===== src/rtl/lock_pkg.sv =====
// ============================================================================
// Module      : lock_pkg
// Description : Shared state encoding, width helpers and one-hot decode
//               function for the lock code sequencer.
// Revision    : 1.0 - initial release
// ============================================================================
`default_nettype none

package lock_pkg;

  localparam logic [2:0] ENC_IDLE     = 3'd0;
  localparam logic [2:0] ENC_ENTRY    = 3'd1;
  localparam logic [2:0] ENC_UNLOCKED = 3'd2;
  localparam logic [2:0] ENC_ERROR    = 3'd3;
  localparam logic [2:0] ENC_LOCKOUT  = 3'd4;

  typedef enum logic [2:0] {
    ST_IDLE     = ENC_IDLE,
    ST_ENTRY    = ENC_ENTRY,
    ST_UNLOCKED = ENC_UNLOCKED,
    ST_ERROR    = ENC_ERROR,
    ST_LOCKOUT  = ENC_LOCKOUT
  } state_t;

  // Widest button vector the one-hot decoder accepts.
  localparam int MAX_BTN = 32;

  // Bits needed to hold values 0..n-1, never less than one.
  function automatic int width_of(input int n);
    return (n > 1) ? $clog2(n) : 1;
  endfunction

  // Returns 1 when exactly one bit is set; idx receives the highest set bit.
  function automatic logic onehot_valid(input logic [MAX_BTN-1:0] vec, output int idx);
    int ones;
    ones = 0;
    idx  = 0;
    for (int i = 0; i < MAX_BTN; i++) begin
      if (vec[i]) begin
        ones = ones + 1;
        idx  = i;
      end
    end
    return (ones == 1);
  endfunction

endpackage : lock_pkg

`default_nettype wire


===== src/rtl/button_index_encoder.sv =====
// ============================================================================
// Module      : button_index_encoder
// Description : Combinational one-hot button vector to index encoder with a
//               valid flag that is high only when exactly one bit is set.
// Revision    : 1.0 - initial release
// ============================================================================
`default_nettype none

module button_index_encoder
  import lock_pkg::*;
#(
  parameter int WIDTH = 4,
  parameter int DW    = width_of(WIDTH)
) (
  input  logic [WIDTH-1:0] i_buttons,
  output logic [DW-1:0]    o_index,
  output logic             o_valid
);

  int idx;

  always_comb begin
    idx     = 0;
    o_valid = onehot_valid(MAX_BTN'(i_buttons), idx);
    o_index = DW'(idx);
  end

endmodule : button_index_encoder

`default_nettype wire


===== src/rtl/lock_code_sequencer.sv =====
// ============================================================================
// Module      : lock_code_sequencer
// Description : Digital lock controller FSM: sequences code entry from button
//               edge pulses, drives lock status, error pulse and lockout.
//               Optional macro ENTRY_TIMEOUT_EN adds a mid-entry inactivity
//               timeout that abandons a partial entry.
// Revision    : 1.0 - initial release
// ============================================================================
`default_nettype none

module lock_code_sequencer
  import lock_pkg::*;
#(
  parameter int                                  WIDTH          = 4,
  parameter int                                  CODE_LEN       = 4,
  parameter logic [CODE_LEN*width_of(WIDTH)-1:0] DEFAULT_CODE   = 8'hE4,
  parameter int                                  MAX_ATTEMPTS   = 3,
  parameter int                                  LOCKOUT_CYCLES = 16,
  parameter int                                  TIMEOUT_CYCLES = 64
) (
  input  logic                                  clock,
  input  logic                                  reset,
  input  logic [WIDTH-1:0]                      buttonEdge,
  input  logic                                  lockRequest,
  output logic                                  locked,
  output logic                                  unlocked,
  output logic                                  error,
  output logic                                  lockout,
  output logic [width_of(CODE_LEN+1)-1:0]       digitCount,
  output logic [width_of(MAX_ATTEMPTS+1)-1:0]   attempts
);

  localparam int DW = width_of(WIDTH);
  localparam int CW = width_of(CODE_LEN + 1);
  localparam int AW = width_of(MAX_ATTEMPTS + 1);
  localparam int LW = width_of(LOCKOUT_CYCLES);

  if (WIDTH < 1 || WIDTH > MAX_BTN) begin : g_width_check
    $error("lock_code_sequencer: WIDTH out of range");
  end
  if (CODE_LEN < 1 || MAX_ATTEMPTS < 1) begin : g_count_check
    $error("lock_code_sequencer: CODE_LEN and MAX_ATTEMPTS must be positive");
  end
  if (LOCKOUT_CYCLES < 1 || TIMEOUT_CYCLES < 1) begin : g_cycles_check
    $error("lock_code_sequencer: cycle counts must be positive");
  end

  state_t          state_q, state_d;
  logic            locked_q, locked_d;
  logic            unlocked_q, unlocked_d;
  logic            error_q, error_d;
  logic            lockout_q, lockout_d;
  logic [CW-1:0]   digit_count_q, digit_count_d;
  logic [AW-1:0]   attempts_q, attempts_d;
  logic            mismatch_q, mismatch_d;
  logic [LW-1:0]   lock_cnt_q, lock_cnt_d;

`ifdef ENTRY_TIMEOUT_EN
  localparam int TW = width_of(TIMEOUT_CYCLES);
  logic [TW-1:0]   tmo_cnt_q, tmo_cnt_d;
`endif

  logic            press;
  logic [DW-1:0]   btn_index;
  logic            btn_valid;
  logic [DW-1:0]   code_digit;
  logic            digit_bad;
  logic            mismatch_all;
  logic [CW-1:0]   count_inc;
  logic [AW-1:0]   attempts_inc;

  button_index_encoder #(
    .WIDTH (WIDTH),
    .DW    (DW)
  ) u_encoder (
    .i_buttons (buttonEdge),
    .o_index   (btn_index),
    .o_valid   (btn_valid)
  );

  assign press = |buttonEdge;

  // Expected digit for the press that is about to be recorded.
  always_comb begin
    code_digit = '0;
    for (int k = 0; k < CODE_LEN; k++) begin
      if (digit_count_q == CW'(k)) begin
        code_digit = DEFAULT_CODE[k*DW +: DW];
      end
    end
  end

  assign digit_bad    = !btn_valid || (btn_index != code_digit);
  assign mismatch_all = mismatch_q | digit_bad;
  assign count_inc    = digit_count_q + CW'(1);
  assign attempts_inc = (attempts_q == AW'(MAX_ATTEMPTS)) ? attempts_q : attempts_q + AW'(1);

  always_comb begin
    state_d       = state_q;
    digit_count_d = digit_count_q;
    mismatch_d    = mismatch_q;
    attempts_d    = attempts_q;
    lock_cnt_d    = lock_cnt_q;
`ifdef ENTRY_TIMEOUT_EN
    tmo_cnt_d     = tmo_cnt_q;
`endif

    case (state_q)
      ST_IDLE, ST_ENTRY: begin
        if (press) begin
          if (count_inc == CW'(CODE_LEN)) begin
            digit_count_d = '0;
            mismatch_d    = 1'b0;
            if (mismatch_all) begin
              state_d    = ST_ERROR;
              attempts_d = attempts_inc;
            end else begin
              state_d    = ST_UNLOCKED;
              attempts_d = '0;
            end
          end else begin
            state_d       = ST_ENTRY;
            digit_count_d = count_inc;
            mismatch_d    = mismatch_all;
`ifdef ENTRY_TIMEOUT_EN
            tmo_cnt_d     = TW'(TIMEOUT_CYCLES - 1);
`endif
          end
        end
`ifdef ENTRY_TIMEOUT_EN
        else if (state_q == ST_ENTRY) begin
          if (tmo_cnt_q == '0) begin
            state_d       = ST_IDLE;
            digit_count_d = '0;
            mismatch_d    = 1'b0;
          end else begin
            tmo_cnt_d = tmo_cnt_q - TW'(1);
          end
        end
`endif
      end

      // A press here only relocks; it is never recorded as a digit.
      ST_UNLOCKED: begin
        if (lockRequest || press) begin
          state_d = ST_IDLE;
        end
      end

      ST_ERROR: begin
        if (attempts_q == AW'(MAX_ATTEMPTS)) begin
          state_d    = ST_LOCKOUT;
          lock_cnt_d = LW'(LOCKOUT_CYCLES - 1);
        end else begin
          state_d = ST_IDLE;
        end
      end

      ST_LOCKOUT: begin
        if (lock_cnt_q == '0) begin
          state_d    = ST_IDLE;
          attempts_d = '0;
        end else begin
          lock_cnt_d = lock_cnt_q - LW'(1);
        end
      end

      default: begin
        state_d = ST_IDLE;
      end
    endcase

    locked_d   = (state_d != ST_UNLOCKED);
    unlocked_d = (state_d == ST_UNLOCKED);
    error_d    = (state_d == ST_ERROR);
    lockout_d  = (state_d == ST_LOCKOUT);
  end

  always_ff @(posedge clock) begin
    if (reset) begin
      state_q       <= ST_IDLE;
      locked_q      <= 1'b1;
      unlocked_q    <= 1'b0;
      error_q       <= 1'b0;
      lockout_q     <= 1'b0;
      digit_count_q <= '0;
      attempts_q    <= '0;
      mismatch_q    <= 1'b0;
      lock_cnt_q    <= '0;
`ifdef ENTRY_TIMEOUT_EN
      tmo_cnt_q     <= '0;
`endif
    end else begin
      state_q       <= state_d;
      locked_q      <= locked_d;
      unlocked_q    <= unlocked_d;
      error_q       <= error_d;
      lockout_q     <= lockout_d;
      digit_count_q <= digit_count_d;
      attempts_q    <= attempts_d;
      mismatch_q    <= mismatch_d;
      lock_cnt_q    <= lock_cnt_d;
`ifdef ENTRY_TIMEOUT_EN
      tmo_cnt_q     <= tmo_cnt_d;
`endif
    end
  end

  assign locked     = locked_q;
  assign unlocked   = unlocked_q;
  assign error      = error_q;
  assign lockout    = lockout_q;
  assign digitCount = digit_count_q;
  assign attempts   = attempts_q;

endmodule : lock_code_sequencer

`default_nettype wire


===== config.mk =====
export PLATFORM = sky130hd
export DESIGN_NAME = lock_code_sequencer
export DESIGN_NICKNAME = d
export VERILOG_FILES = /design/src/rtl/lock_pkg.sv /design/src/rtl/button_index_encoder.sv /design/src/rtl/lock_code_sequencer.sv
export SDC_FILE = /design/constraint.sdc
export NUM_CORES = 1
export LEC_CHECK = 0
export CAP_MARGIN = 20
export CORE_ASPECT_RATIO = 0.6
export CORE_MARGIN = 5
export CORE_UTILIZATION = 47
export CTS_CLUSTER_DIAMETER = 60
export DETAILED_ROUTE_END_ITERATION = 8
export GPL_TIMING_DRIVEN = 0
export PLACE_DENSITY = 0.75
export SKIP_LAST_GASP = 1
export SYNTH_ARGS = -nofsm -noshare
export SYNTH_HDL_FRONTEND = slang
export SYNTH_SLANG_ARGS = --single-unit

===== constraint.sdc =====
create_clock -name clock -period 2 [get_ports clock]
set_input_delay 0.3 -clock clock [delete_from_list [all_inputs] [get_ports clock]]
set_output_delay 0.3 -clock clock [all_outputs]
set_load 0.02 [all_outputs]

After elaboration in Yosys (flattened, before gate mapping). Index checks and enable logic that the tools add are counted.

Equal/unequal tests: 21. Add/subtract/negate cells: 6. Muxes and demuxes: 28. Bitwise logic cells: 1. Reduce and logical (&&, ||, !) cells: 12.

Operator list (count): $mux W32 (3); $add A32 B2 Y32 const B (2); $eq A32 B2 Y1 const B (1); $eq A3 B2 Y1 const B (6); $mux W2 (9); $mux W3 (6); $pmux W3 S4 (1); $ne A2 B2 Y1 const B (5); $eq A3 B3 Y1 const B (3); $mux W4 (2); $pmux W4 S2 (1); $eq A3 B1 Y1 const B (2); $mux W1 (5); $reduce_and A5 Y1 (1); $logic_not A4 Y1 (1); $pmux W2 S2 (1); $reduce_bool A2 Y1 (2); $reduce_or A4 Y1 (1); $sub A4 B1 Y4 const B (1); $add A3 B1 Y3 const B (1); $logic_not A3 Y1 (1); $ne A3 B2 Y1 const B (1); $ne A3 B3 Y1 const B (1); $reduce_and A3 Y1 (1); 9 further kinds (10).

Flip-flop bits (word level): 17. Input port bits: 7. Word-level logic and storage cells: 77.

Logic depth before layout (Yosys ltp).
Depth after elaboration: 16. Depth in mapped cells: 9.

Modules after synthesis. A second synthesis with hierarchy kept.

Cells, all modules: 112. Area total of the unflattened synthesis: 1008.5 µm².

By module, submodules not included: lock_code_sequencer (instances 1, cells an instance 97, area each 890.9 µm², seq. area each 340.3 µm²); button_index_encoder (instances 1, cells an instance 15, area each 117.6 µm², seq. area each 0.0 µm²).

Worst setup path after synthesis. No wires, ideal clock.

Path type: input port to flip-flop. Start: input buttonEdge[0]. End: register error_q (netlist: error). Required time: 1868 ps. Cell stages on the path: 9. Buffers on the path: 0. Data arrival time: 1888 ps. Slack: -20 ps. Library setup time: 132 ps. Cells stage by stage: inv_1 -> ha_1 -> xor2_1 -> ha_1 -> nand3b_1 -> o311ai_0 -> o21ai_1 -> o32ai_2 -> nor4b_1.

Word-level cells in the longest chain between the ends: 16. Elaborated cells between the ends (all ways): 19.

Ends and longest elaborated chain: start: declaration (line lock_code_sequencer.sv:23) `input logic [WIDTH-1:0] buttonEdge,`; $mux W1 (line lock_pkg.sv:39) `if (vec[i]) begin`; $add A1 B1 Y2 (line lock_pkg.sv:40) `ones = ones + 1;`; $mux W32 (line lock_pkg.sv:39); $add A32 B2 Y32 (line lock_pkg.sv:40); $mux W32 (line lock_pkg.sv:39); $add A32 B2 Y32 (line lock_pkg.sv:40); $mux W32 (line lock_pkg.sv:39); $eq A32 B2 Y1 (line lock_pkg.sv:44) `return (ones == 1);`; $logic_not A1 Y1 (line lock_code_sequencer.sv:93) `assign digit_bad = !btn_valid || (btn_index != code_digit);`; $logic_or A1 B1 Y1 (line lock_code_sequencer.sv:93); $or A1 B1 Y1 (line lock_code_sequencer.sv:94) `assign mismatch_all = mismatch_q | digit_bad;`; $mux W1 (line lock_code_sequencer.sv:114) `if (mismatch_all) begin`; $mux W3 (line lock_code_sequencer.sv:111) `if (count_inc == CW'(CODE_LEN)) begin`; $mux W3 (line lock_code_sequencer.sv:110) `if (press) begin`; $pmux W3 S4 (*) (line lock_code_sequencer.sv:108) `case (state_q)`; $eq A3 B2 Y1 (*) (line lock_code_sequencer.sv:175) `error_d = (state_d == ST_ERROR);`; end signal: assignment (line lock_code_sequencer.sv:197) `error_q <= error_d;`; end: declaration (line lock_code_sequencer.sv:51) `logic error_q, error_d;`.

Every way passes the cells marked *; elsewhere a longest branch is shown, timed or not. A chain may end at the register's enable or synchronous reset.

Final worst setup path.
Start: register digit_count_q[0] (netlist: digitCount[0]). End: register attempts_q[0] (netlist: attempts[0]).

Word-level cells in the longest chain between the ends: 11. Elaborated cells between the ends (all ways): 18.

Ends and longest elaborated chain: start: declaration (line lock_code_sequencer.sv:53) `logic [CW-1:0] digit_count_q, digit_count_d;`; start signal: assignment (line lock_code_sequencer.sv:199) `digit_count_q <= digit_count_d;`; $eq A3 B1 Y1 (line lock_code_sequencer.sv:87) `if (digit_count_q == CW'(k)) begin`; $mux W1 (line lock_code_sequencer.sv:87); $mux W2 (2 in a row) (line lock_code_sequencer.sv:87); $ne A2 B2 Y1 (line lock_code_sequencer.sv:93); $logic_or A1 B1 Y1 (line lock_code_sequencer.sv:93); $or A1 B1 Y1 (line lock_code_sequencer.sv:94); $mux W2 (line lock_code_sequencer.sv:114); $mux W2 (line lock_code_sequencer.sv:111); $mux W2 (line lock_code_sequencer.sv:110); $pmux W2 S2 (line lock_code_sequencer.sv:108); end signal: assignment (line lock_code_sequencer.sv:200) `attempts_q <= attempts_d;`; end: declaration (line lock_code_sequencer.sv:54) `logic [AW-1:0] attempts_q, attempts_d;`.

Several ways; a longest one is shown, not always the timed one. The select of a mux whose other input is x is not followed.

==> impl_metrics.toml <==
[synthesis]
synth_mux_area_share_pct = 0.926
ys_warn_count = 0
yosys.area.top_type = "dfxtp_1"
ys_seq_elements = 17
netlist_top_cells_area = "dfxtp_1 (31%), ha_1 (12%), inv_1 (4.5%), a21oi_1 (3.2%), nor3_1 (3.2%)"
synth_edf_count = 0
synth_nets = 136
yosysMostFrequentCell = "dfxtp_1"
postSynthCellCount = 119
synth_top_area_share_pct = 31.5
synthAdderAreaFrac_pct = 11.6
yosys_most_used_dff = "dfxtp_1"
synth_area_um2 = 1080
synthTopCellsByCount = "dfxtp_1 (17), inv_1 (13), ha_1 (10)"
synth-xor-area-share_pct = 3.24
synth_cell_types = 45
async_reset_ff_share_pct = 0
yosys.area_share.simple_pct = 26.3
synth_top_family_by_area = "simple AND/OR/NAND/NOR gates"
avgSynthCellArea_um2 = 9.08
yosysSeqAreaShare_pct = 31.5
synth-compound-area-share_pct = 18.5

[setup_path]
end_kind = "register"
startpoint = "digitCount[0]$_SDFFE_PP0P_"
regToRegSetupSlack_ps = 100
cp_slowest_cell = "dfxtp_4"
crit_path_max_incr_delay_ps = 370
criticalPathCategory = "reg2reg"
crit_path_max_fanout = 7
path_cells = "ha_2, ha_4, nor4_4, o2111ai_4, buf_4, nor3_4, o22ai_1"
r2r-end = "attempts[0]$_SDFFE_PP0P_"
crit_arrival_ps = 2030
cp.required_ps = 2140
r2r-start = "digitCount[0]$_SDFFE_PP0P_"
crit_buf_inv = 1
start_kind = "register"
r2r_cells = 7
crit_family = "simple AND/OR/NAND/NOR gates"

[sta]
slew_headroom_pct = 70.3
period_share_pct = 94.8
worstMarginPinSlew_ps = 445
finalHoldViolCount = 0
skew_ps = 2.84
rsz0062_at_grt = "true"
finalSetupViolCount = 0
fin_crit_ps = 1900
drv_slew = 0
max_freq_mhz = 528

[global_route]
first_global_vias = 847
grt.total_usage_pct = 14.5
overflow = 0
grt_max_degree = 12
antenna_found_initial = 0
grt_pass1_wl_um = 3740

[drt]
ant_nets = 0
drt_first_pass_iters = 4
finalWirelength_um = 2360
drtIter0Drc = 34
post_drt_wl_per_cell_um = 14.1
drt-vias-per-instance = 5.28
drcViolationCount = 0
vias = 882

[clock_network]
cts_buffers = 3
clkTransAtPathRegs_ps = 70
tritoncts = "done"
cts.sinks = 17
root_buffer = "clkbuf_8"
clk_latency_ps = 260
h-tree-depth = 1
cts_buffer_depth = 2

[layout]
num_antenna_cells = 0
final_nets = 155
final_util_pct = 64.9
final_area_um2 = 1410
drive_gt1_share_pct = 27.7
multiInputGateArea_um2 = 767
nFillCells = 175
seq_area_um2 = 347
area_delta_synth_final_pct = 30.8

[pwr]
peakVddDrop_uv = 428
power.density_nw_per_um2 = 633
leakage_nw = 0.523

[floorplan]
coreArea_um2 = 2180
die_y_um = 47.2
io_pins = 16
start_util_pct = 49.6
rows = 13
die_area_um2 = 3390
die_width_um = 71.9

[placement]
hpwl_um = 1710
place_area_um2 = 1260
gp_congestion = 0.788
portBuffers = 13

[worst_hold_path]
hold_end = "digitCount[2]$_SDFFE_PP0P_"
hold_path_depth = 2
min_from = "digitCount[2]$_SDFFE_PP0P_"
hold_path.class = "reg2reg"

[job]
drv_cap = 0

[status]
status = "complete, no violations"
power by group:
part	leakage [nW]	total (mW)	switching [mW]	internal [mW]
sequential	0.140	0.381	0.0240	0.357
combinational	0.362	0.246	0.129	0.117
clock	0.0217	0.268	0.127	0.140
cells in the final DEF, fill, tap and decap left out, types with 6 or more instances in the layout:
| cell | n |
|---|---|
| a21oi_1 | 7 |
| nand2_1 | 6 |
| clkdlybuf4s50_1 | 11 |
| nor3_1 | 6 |
| nor2_1 | 8 |
| ha_1 | 6 |
| inv_1 | 10 |
| dfxtp_1 | 14 |
per-stage QoR:
| stage | setup TNS (ps) | total power, mW | setup WS [ps] | hold slack, ps | std cells |
|---|---|---|---|---|---|
| after floorplan | 0 | 0.516 | 4.64 | 387 | 119 |
| after global placement | -3790 | 0.569 | -635 | 485 | 162 |
| after detailed placement | -4200 | 0.578 | -689 | 495 | 162 |
| after CTS | 0 | 0.846 | 9.77 | 505 | 166 |
| after global routing | -43.2 | 0.933 | -16.1 | 543 | 167 |
| final | 0 | 0.894 | 105 | 518 | 167 |
area by class of cell:
cell class,instances,area share (%)
Sequential cell,17,24.5
Clock buffer,3,2.92
Timing Repair Buffer,14,9.03
Buffer,4,2.65
Multi-Input combinational cell,85,54.2
Inverter,13,3.45
Clock inverter,1,0.531
Tap cell,30,2.65
registers in the layout (all words and copies together), names as in the netlist:
name,count
state_q,3
error,1
attempts,2
locked,1
unlocked,1
mismatch_q,1
lockout,1
lock_cnt_q,4
digitCount,3
tightest hold or removal path, cell delays in order (launching register included):
cell     delay, ps
dfxtp_2        360
nand2_1         60
a21oi_1         60
how the worst max path moves through the flow:
stage	to	slack [ps]	cells after the start
5_1_grt	attempts[1]$_SDFFE_PP0P_	-20	8
6_report	attempts[0]$_SDFFE_PP0P_	100	7
2_1_floorplan	error$_SDFF_PP0_	5	9
4_1_cts	locked$_SDFF_PP1_	10	6
3_3_place_gp	error$_SDFF_PP0_	-640	10
3_5_place_dp	locked$_SDFF_PP1_	-690	10
kinds of logic (layout without fill, tap and decap cells):
logic type,after synthesis,count (layout)
and+or+nand+nor,43,43
buffers and inverters,17,35
adders and majority gates,10,10
xor gates and xnor gates,4,4
DFF,17,17
muxes,1,1
AOI/OAI and AO/OA,27,27
routing by layer:
layer	vias up	global-route usage (%)	wire length, µm
li1	460	-	-
met1	401	19.3	1210
met2	19	23.7	1020
met3	2	5.56	110
met4	0	1.12	14
met5	-	0	0
timing repair:
action                     in CTS  in global routing
hold endpoints to repair        0                  0
gates resized for setup         9                 20
setup endpoints to repair       7                  6
hold buffers                    0                  0
setup buffers                   0                  1
pin swaps                       4                  8
(Power assumes the default switching activity.)
